**src/rtl/ctrl_pkg.sv**
```systemverilog
// rtl/ctrl_pkg.sv - shared state, opcode and control-field encodings for the multi-cycle CPU
// Used by the control FSM, its output decoder, Imm_Gen and the datapath muxes.
package ctrl_pkg;

  typedef enum logic [3:0] {
    S_INIT,
    S_FETCH,
    S_DECODE,
    S_EXEC_R,
    S_EXEC_I,
    S_MEM_ADDR,
    S_MEM_RD,
    S_MEM_WR,
    S_MEM_WB,
    S_WB_ALU,
    S_BRANCH,
    S_JUMP,
    S_HALT
  } state_t;

  localparam logic [3:0] OP_R    = 4'h0;
  localparam logic [3:0] OP_ADDI = 4'h1;
  localparam logic [3:0] OP_LW   = 4'h2;
  localparam logic [3:0] OP_SW   = 4'h3;
  localparam logic [3:0] OP_BEQ  = 4'h4;
  localparam logic [3:0] OP_JMP  = 4'h5;
  localparam logic [3:0] OP_LUI  = 4'h6;
  localparam logic [3:0] OP_HALT = 4'hF;

  localparam logic [2:0] ALU_OP_ADD    = 3'b000;
  localparam logic [2:0] ALU_OP_SUB    = 3'b001;
  localparam logic [2:0] ALU_OP_FUNCT  = 3'b010;
  localparam logic [2:0] ALU_OP_PASS_B = 3'b011;

  localparam logic [1:0] SRC_B_REG = 2'b00;
  localparam logic [1:0] SRC_B_ONE = 2'b01;
  localparam logic [1:0] SRC_B_IMM = 2'b10;

  localparam logic [1:0] PC_SRC_ALU    = 2'b00;
  localparam logic [1:0] PC_SRC_ALUOUT = 2'b01;
  localparam logic [1:0] PC_SRC_IMM    = 2'b10;

  localparam logic [1:0] IMM_SEXT6  = 2'b00;
  localparam logic [1:0] IMM_ZEXT8  = 2'b01;
  localparam logic [1:0] IMM_SEXT8  = 2'b10;
  localparam logic [1:0] IMM_ZEXT12 = 2'b11;

  typedef struct packed {
    logic       pc_write;
    logic       pc_write_cond;
    logic       iord;
    logic       mem_read;
    logic       mem_write;
    logic       ir_write;
    logic       reg_write;
    logic       mem_to_reg;
    logic       alu_src_a;
    logic [1:0] alu_src_b;
    logic [2:0] alu_op;
    logic [1:0] pc_src;
    logic [1:0] imm_sel;
    logic       halted;
  } ctrl_word_t;

  function automatic logic is_legal_op(input logic [3:0] op);
    case (op)
      OP_R, OP_ADDI, OP_LW, OP_SW, OP_BEQ, OP_JMP, OP_LUI, OP_HALT: return 1'b1;
      default: return 1'b0;
    endcase
  endfunction

endpackage

```
**src/rtl/ctrl_out_dec.sv**
```systemverilog
// rtl/ctrl_out_dec.sv - combinational state+opcode to control-word decoder
// Ports: state (FSM state), opcode (Instr[15:12]), mem_ready (gates IR/PC load in FETCH),
//        ctrl (full datapath control word, including the halted indication).
import ctrl_pkg::*;

module ctrl_out_dec (
  input  state_t     state,
  input  logic [3:0] opcode,
  input  logic       mem_ready,
  output ctrl_word_t ctrl
);

  always_comb begin
    ctrl = '0;
    case (state)
      S_FETCH: begin
        ctrl.mem_read  = 1'b1;
        ctrl.alu_src_b = SRC_B_ONE;
        ctrl.alu_op    = ALU_OP_ADD;
        ctrl.pc_src    = PC_SRC_ALU;
        // PC and IR load together so the PC never advances past an unloaded instruction.
        ctrl.ir_write  = mem_ready;
        ctrl.pc_write  = mem_ready;
      end
      S_DECODE: begin
        // Branch target is precomputed into ALUOut here.
        ctrl.alu_src_b = SRC_B_IMM;
        ctrl.imm_sel   = IMM_SEXT8;
        ctrl.alu_op    = ALU_OP_ADD;
      end
      S_EXEC_R: begin
        ctrl.alu_src_a = 1'b1;
        ctrl.alu_src_b = SRC_B_REG;
        ctrl.alu_op    = ALU_OP_FUNCT;
      end
      S_EXEC_I: begin
        ctrl.alu_src_a = 1'b1;
        ctrl.alu_src_b = SRC_B_IMM;
        if (opcode == OP_LUI) begin
          ctrl.imm_sel = IMM_ZEXT8;
          ctrl.alu_op  = ALU_OP_PASS_B;
        end else begin
          ctrl.imm_sel = IMM_SEXT6;
          ctrl.alu_op  = ALU_OP_ADD;
        end
      end
      S_MEM_ADDR: begin
        ctrl.alu_src_a = 1'b1;
        ctrl.alu_src_b = SRC_B_IMM;
        ctrl.imm_sel   = IMM_SEXT6;
        ctrl.alu_op    = ALU_OP_ADD;
      end
      S_MEM_RD: begin
        ctrl.mem_read = 1'b1;
        ctrl.iord     = 1'b1;
      end
      S_MEM_WR: begin
        ctrl.mem_write = 1'b1;
        ctrl.iord      = 1'b1;
      end
      S_MEM_WB: begin
        ctrl.reg_write  = 1'b1;
        ctrl.mem_to_reg = 1'b1;
      end
      S_WB_ALU: begin
        ctrl.reg_write = 1'b1;
      end
      S_BRANCH: begin
        ctrl.alu_src_a     = 1'b1;
        ctrl.alu_src_b     = SRC_B_REG;
        ctrl.alu_op        = ALU_OP_SUB;
        ctrl.pc_write_cond = 1'b1;
        ctrl.pc_src        = PC_SRC_ALUOUT;
      end
      S_JUMP: begin
        ctrl.pc_write = 1'b1;
        ctrl.pc_src   = PC_SRC_IMM;
        ctrl.imm_sel  = IMM_ZEXT12;
      end
      S_HALT: begin
        ctrl.halted = 1'b1;
      end
      default: ;
    endcase
  end

endmodule

```
**src/rtl/multi_cycle_ctrl.sv**
```systemverilog
// rtl/multi_cycle_ctrl.sv - main control FSM of the multi-cycle 16-bit RISC CPU
// Inputs: Clk, Rst_n (async active-low), Instr (IR), Zero (ALU flag), Mem_Ready.
// Outputs: PC/IR/regfile/memory enables and mux selects, Imm_Sel, Halted,
//          sticky Illegal, and the retired-instruction counter Instr_Count.
import ctrl_pkg::*;

module multi_cycle_ctrl #(
  parameter int CNT_W = 16
) (
  input  logic             Clk,
  input  logic             Rst_n,
  input  logic [15:0]      Instr,
  input  logic             Zero,
  input  logic             Mem_Ready,
  output logic             PC_Write,
  output logic             PC_Write_Cond,
  output logic             IorD,
  output logic             Mem_Read,
  output logic             Mem_Write,
  output logic             IR_Write,
  output logic             Reg_Write,
  output logic             Mem_to_Reg,
  output logic             ALU_Src_A,
  output logic [1:0]       ALU_Src_B,
  output logic [2:0]       ALU_Op,
  output logic [1:0]       PC_Src,
  output logic [1:0]       Imm_Sel,
  output logic             Halted,
  output logic             Illegal,
  output logic [CNT_W-1:0] Instr_Count
);

  state_t           state, next_state;
  logic [3:0]       opcode;
  logic             retire;
  logic [CNT_W-1:0] count_q;
  logic             illegal_q;
  ctrl_word_t       ctrl;

  // Zero is ANDed with PC_Write_Cond in the datapath; operand fields go to Imm_Gen/ALU.
  logic unused_inputs;
  assign unused_inputs = Zero ^ (^Instr[11:0]);

  assign opcode = Instr[15:12];

  always_comb begin
    next_state = state;
    case (state)
      S_INIT:   next_state = S_FETCH;
      S_FETCH:  if (Mem_Ready) next_state = S_DECODE;
      S_DECODE: begin
        case (opcode)
          OP_R:           next_state = S_EXEC_R;
          OP_ADDI, OP_LUI: next_state = S_EXEC_I;
          OP_LW, OP_SW:   next_state = S_MEM_ADDR;
          OP_BEQ:         next_state = S_BRANCH;
          OP_JMP:         next_state = S_JUMP;
          default:        next_state = S_HALT;
        endcase
      end
      S_EXEC_R, S_EXEC_I: next_state = S_WB_ALU;
      S_MEM_ADDR: next_state = (opcode == OP_LW) ? S_MEM_RD : S_MEM_WR;
      S_MEM_RD:   if (Mem_Ready) next_state = S_MEM_WB;
      S_MEM_WR:   if (Mem_Ready) next_state = S_FETCH;
      S_WB_ALU, S_MEM_WB, S_BRANCH, S_JUMP: next_state = S_FETCH;
      S_HALT:     next_state = S_HALT;
      default:    next_state = S_INIT;
    endcase
  end

  // An instruction retires on its final state's exit; INIT->FETCH is not a retirement.
  assign retire = (next_state == S_FETCH) &&
                  (state inside {S_WB_ALU, S_MEM_WB, S_MEM_WR, S_BRANCH, S_JUMP});

  always_ff @(posedge Clk or negedge Rst_n) begin
    if (!Rst_n) begin
      state     <= S_INIT;
      count_q   <= '0;
      illegal_q <= 1'b0;
    end else begin
      state <= next_state;
      if (retire) count_q <= count_q + CNT_W'(1);
      if ((state == S_DECODE) && !is_legal_op(opcode)) illegal_q <= 1'b1;
    end
  end

  ctrl_out_dec u_dec (
    .state     (state),
    .opcode    (opcode),
    .mem_ready (Mem_Ready),
    .ctrl      (ctrl)
  );

  assign PC_Write      = ctrl.pc_write;
  assign PC_Write_Cond = ctrl.pc_write_cond;
  assign IorD          = ctrl.iord;
  assign Mem_Read      = ctrl.mem_read;
  assign Mem_Write     = ctrl.mem_write;
  assign IR_Write      = ctrl.ir_write;
  assign Reg_Write     = ctrl.reg_write;
  assign Mem_to_Reg    = ctrl.mem_to_reg;
  assign ALU_Src_A     = ctrl.alu_src_a;
  assign ALU_Src_B     = ctrl.alu_src_b;
  assign ALU_Op        = ctrl.alu_op;
  assign PC_Src        = ctrl.pc_src;
  assign Imm_Sel       = ctrl.imm_sel;
  assign Halted        = ctrl.halted;
  assign Illegal       = illegal_q;
  assign Instr_Count   = count_q;

endmodule
```
**config.mk**
```make
export PLATFORM = sky130hd
export DESIGN_NAME = multi_cycle_ctrl
export DESIGN_NICKNAME = d
export VERILOG_FILES = /design/src/rtl/ctrl_pkg.sv /design/src/rtl/ctrl_out_dec.sv /design/src/rtl/multi_cycle_ctrl.sv
export SDC_FILE = /design/constraint.sdc
export NUM_CORES = 1
export LEC_CHECK = 0
export BUFFER_PORTS_ARGS = -buffer_cell sky130_fd_sc_hd__buf_2
export CAP_MARGIN = 20
export CORE_AREA = 3 3 58 60
export DETAILED_ROUTE_END_ITERATION = 10
export DIE_AREA = 0 0 61 63
export GPL_ROUTABILITY_DRIVEN = 0
export PLACE_DENSITY_LB_ADDON = 0.15
export SYNTH_ARGS = -nofsm -noshare
export SYNTH_HDL_FRONTEND = slang
export SYNTH_SLANG_ARGS = --single-unit
```
**constraint.sdc**
```tcl
create_clock -name Clk -period 2.31 [get_ports Clk]
set_clock_uncertainty 0.15 [all_clocks]
set_input_delay 0.231 -clock Clk [delete_from_list [all_inputs] [get_ports Clk]]
set_output_delay 0.231 -clock Clk [all_outputs]
set_load 0.05 [all_outputs]
```
==> key figures <==
Clocking
  – Max Buffers Root-to-Sink: 2
  – Num CTS Buffers: 3
  – CTS tree: built
  – Reg clk slew, reported paths: 110 ps
  – Post CTS Setup Buffer Count: 0
  – H-Tree Depth: 1
  – Clock Latency Late Sink: 300 ps
  – CTS root buf: clkbuf_4
  – Sink Count: 21

GRT
  – M1 GR Usage: 0.208
  – Vias in the first global route: 1113
  – Initial antenna violation count: 0
  – Largest net degree at the start of global routing: 22
  – Met2 Use GR: 0.266
  – GR Util met3: 0.0310
  – Overall routing resource usage: 0.162
  – Most used routing layer: met2
  – First-pass GRT wire length: 4.93 mm
  – Total grt overflow: 0

Drt
  – Antenna viol nets, final: 0
  – Drt drc: 0
  – Pre-antenna DRT Iters: 5
  – DR WL/cell: 13.6 microns
  – Via/cell ratio: 5.58
  – Detailed-route wire length: 3.02 mm
  – Drt first-iter violations: 48
  – Vias: 1239

Worst setup path
  – Worst EP required: 1930 ps
  – Setup CP Type: flip-flop to output port
  – Worst EP arrival: 1760 ps
  – Critical Path End Type: output port
  – CP Launch Type: flip-flop
  – Crit-path max FO: 12

Cells and area
  – Commonest non-fill, non-tap cell in the layout: buf_2
  – Share of post-route cells with drive strength above 1: 0.312
  – Final-layout fill cell count: 288
  – Most frequent cells in the layout: buf_2 (41), dfrtp_1 (18), xnor2_1 (16)
  – Final core utilization: 0.531
  – Post-layout nets: 211
  – Area Growth Syn to Fin: 17.9%
  – Multi-input combinational cell area: 724 sq um
  – Antenna diodes: 0
  – Final instance area: 1580 sq um
  – Register Area: 529 sq um

Placement
  – Placed inst area: 1540 sq um
  – I/O Buffers: 41
  – Post-DP HPWL: 2.22 mm

Timing
  – Final Setup Violations: 0
  – Peak Freq: 467 MHz
  – Tmin final: 2140 ps
  – Fin. max-slew vios: 0
  – Crit share post-route: 0.926
  – Sum Neg Setup Slack: 0 ps
  – Final Hold Viols: 0
  – Unrepaired setup endpoints after global routing: false

Pwr
  – Pwr/cell area: 1310 nW/um^2
  – Peak supply drop: 0.000853 V
  – Leakage: 0.758 nW

Synth
  – Syn_area_per_cell: 8.88 sq um
  – Asr flop ratio synth: 1.00
  – Post-synthesis register bit count: 21
  – Post-Syn Area: 1340 sq um
  – EDFF count, synth: 0
  – Syn Nets: 172
  – Yosys warns: 0
  – Synth Flop Type: dfrtp_1
  – Netlist cell types: 37
  – Post-synthesis sequential area ratio: 0.392
  – Gate count after technology mapping: 151

Floorplan
  – # rows: 20
  – Die ar.: 3840 sq um
  – Starting density of the core: 0.450
  – Die H: 63 microns
  – Core Region: 2980 sq um
  – Die width: 61 microns
  – # IOs: 56

Status
  – Status: finished clean

Job
  – Max_cap viols: 0

Worst hold path
  – Hold WC Path Type: input port to flip-flop
## through the flow
step	instances	hold WS (ps)	setup slack (ps)	power, W
after floorplan	151	-215	76.7	0.00164
after global placement	217	55.6	418	0.00187
after detailed placement	217	61.2	360	0.00190
after CTS	222	158	80.9	0.00207
after global routing	222	176	65.7	0.00220
final	222	165	170	0.00207
## registers in the layout, indices dropped and copies added, names as in the netlist
name and cells:
state 4, Illegal 1, Instr_Count 16
## power by group
group,internal [W],switching [W],leakage [nW]
logic,0.000355,0.000911,0.472
clock network,0.0000673,0.000105,0.0150
registers,0.000454,0.000175,0.271
total,0.000877,0.00119,0.758
## critical path, stage by stage, from the launching register on
cell	delay (ps)
dfrtp_2	510
buf_4	180
nand2b_1	160
mux2_2	270
nor2_1	80
buf_2	260
## cells in the mapped netlist (all sizes together) (3+ instances only)
cell type,instances,area share
clkbuf,5,0.014
buf,6,0.037
nand4,9,0.042
nand2b,5,0.029
nor3,5,0.019
nor2,14,0.039
nand3,11,0.041
dfrtp,21,0.39
o21ai,5,0.019
inv,6,0.017
xnor2,16,0.10
and3,7,0.033
nor2b,4,0.019
a21oi,6,0.022
nand2,7,0.020
nand3b,3,0.017
## metal layers
layer	routed length (microns)	share of wire
met1	1320	0.44
met2	1500	0.50
met3	158	0.052
met4	32	0.011
met5	0	0
## area by class of cell
cell class | count | share of cell area
Multi-Input combinational cell | 113 | 0.458
Sequential cell | 21 | 0.335
Clock buffer | 4 | 0.0166
Inverter | 6 | 0.0142
Timing Repair Buffer | 45 | 0.150
Tap cell | 33 | 0.0261
## cell families after synthesis
family / after synthesis / share of synthesized area
AO/OA/AOI/OAI: 21 / 0.111
other: 1 / 0.00280
AND/OR/NAND/NOR: 70 / 0.283
flip-flops: 21 / 0.392
multiplexers: 2 / 0.0168
buffers and inverters: 17 / 0.0681
adder cells (fa/ha/maj): 1 / 0.00933
XOR/XNOR: 18 / 0.118
## final timing paths
kind	from	slack, ps	cells after the start	endpoint
max	state[0]	170	5	ALU_Src_B[1]
max in group asynchronous	Rst_n	1420	2	state[3]
min	Mem_Ready	160	3	state[1]
min in group asynchronous	Rst_n	250	2	Instr_Count[13]
max reg2reg	state[3]	450	5	Instr_Count[6]
min reg2reg	Instr_Count[15]	320	1	Instr_Count[15]
## repair_timing
item,CTS,global route
setup endpoints to repair,0,2
resized for setup,0,3
hold buffers,1,0
hold endpoints to repair,21,0
Note: power is estimated with default switching activity, not from simulation.
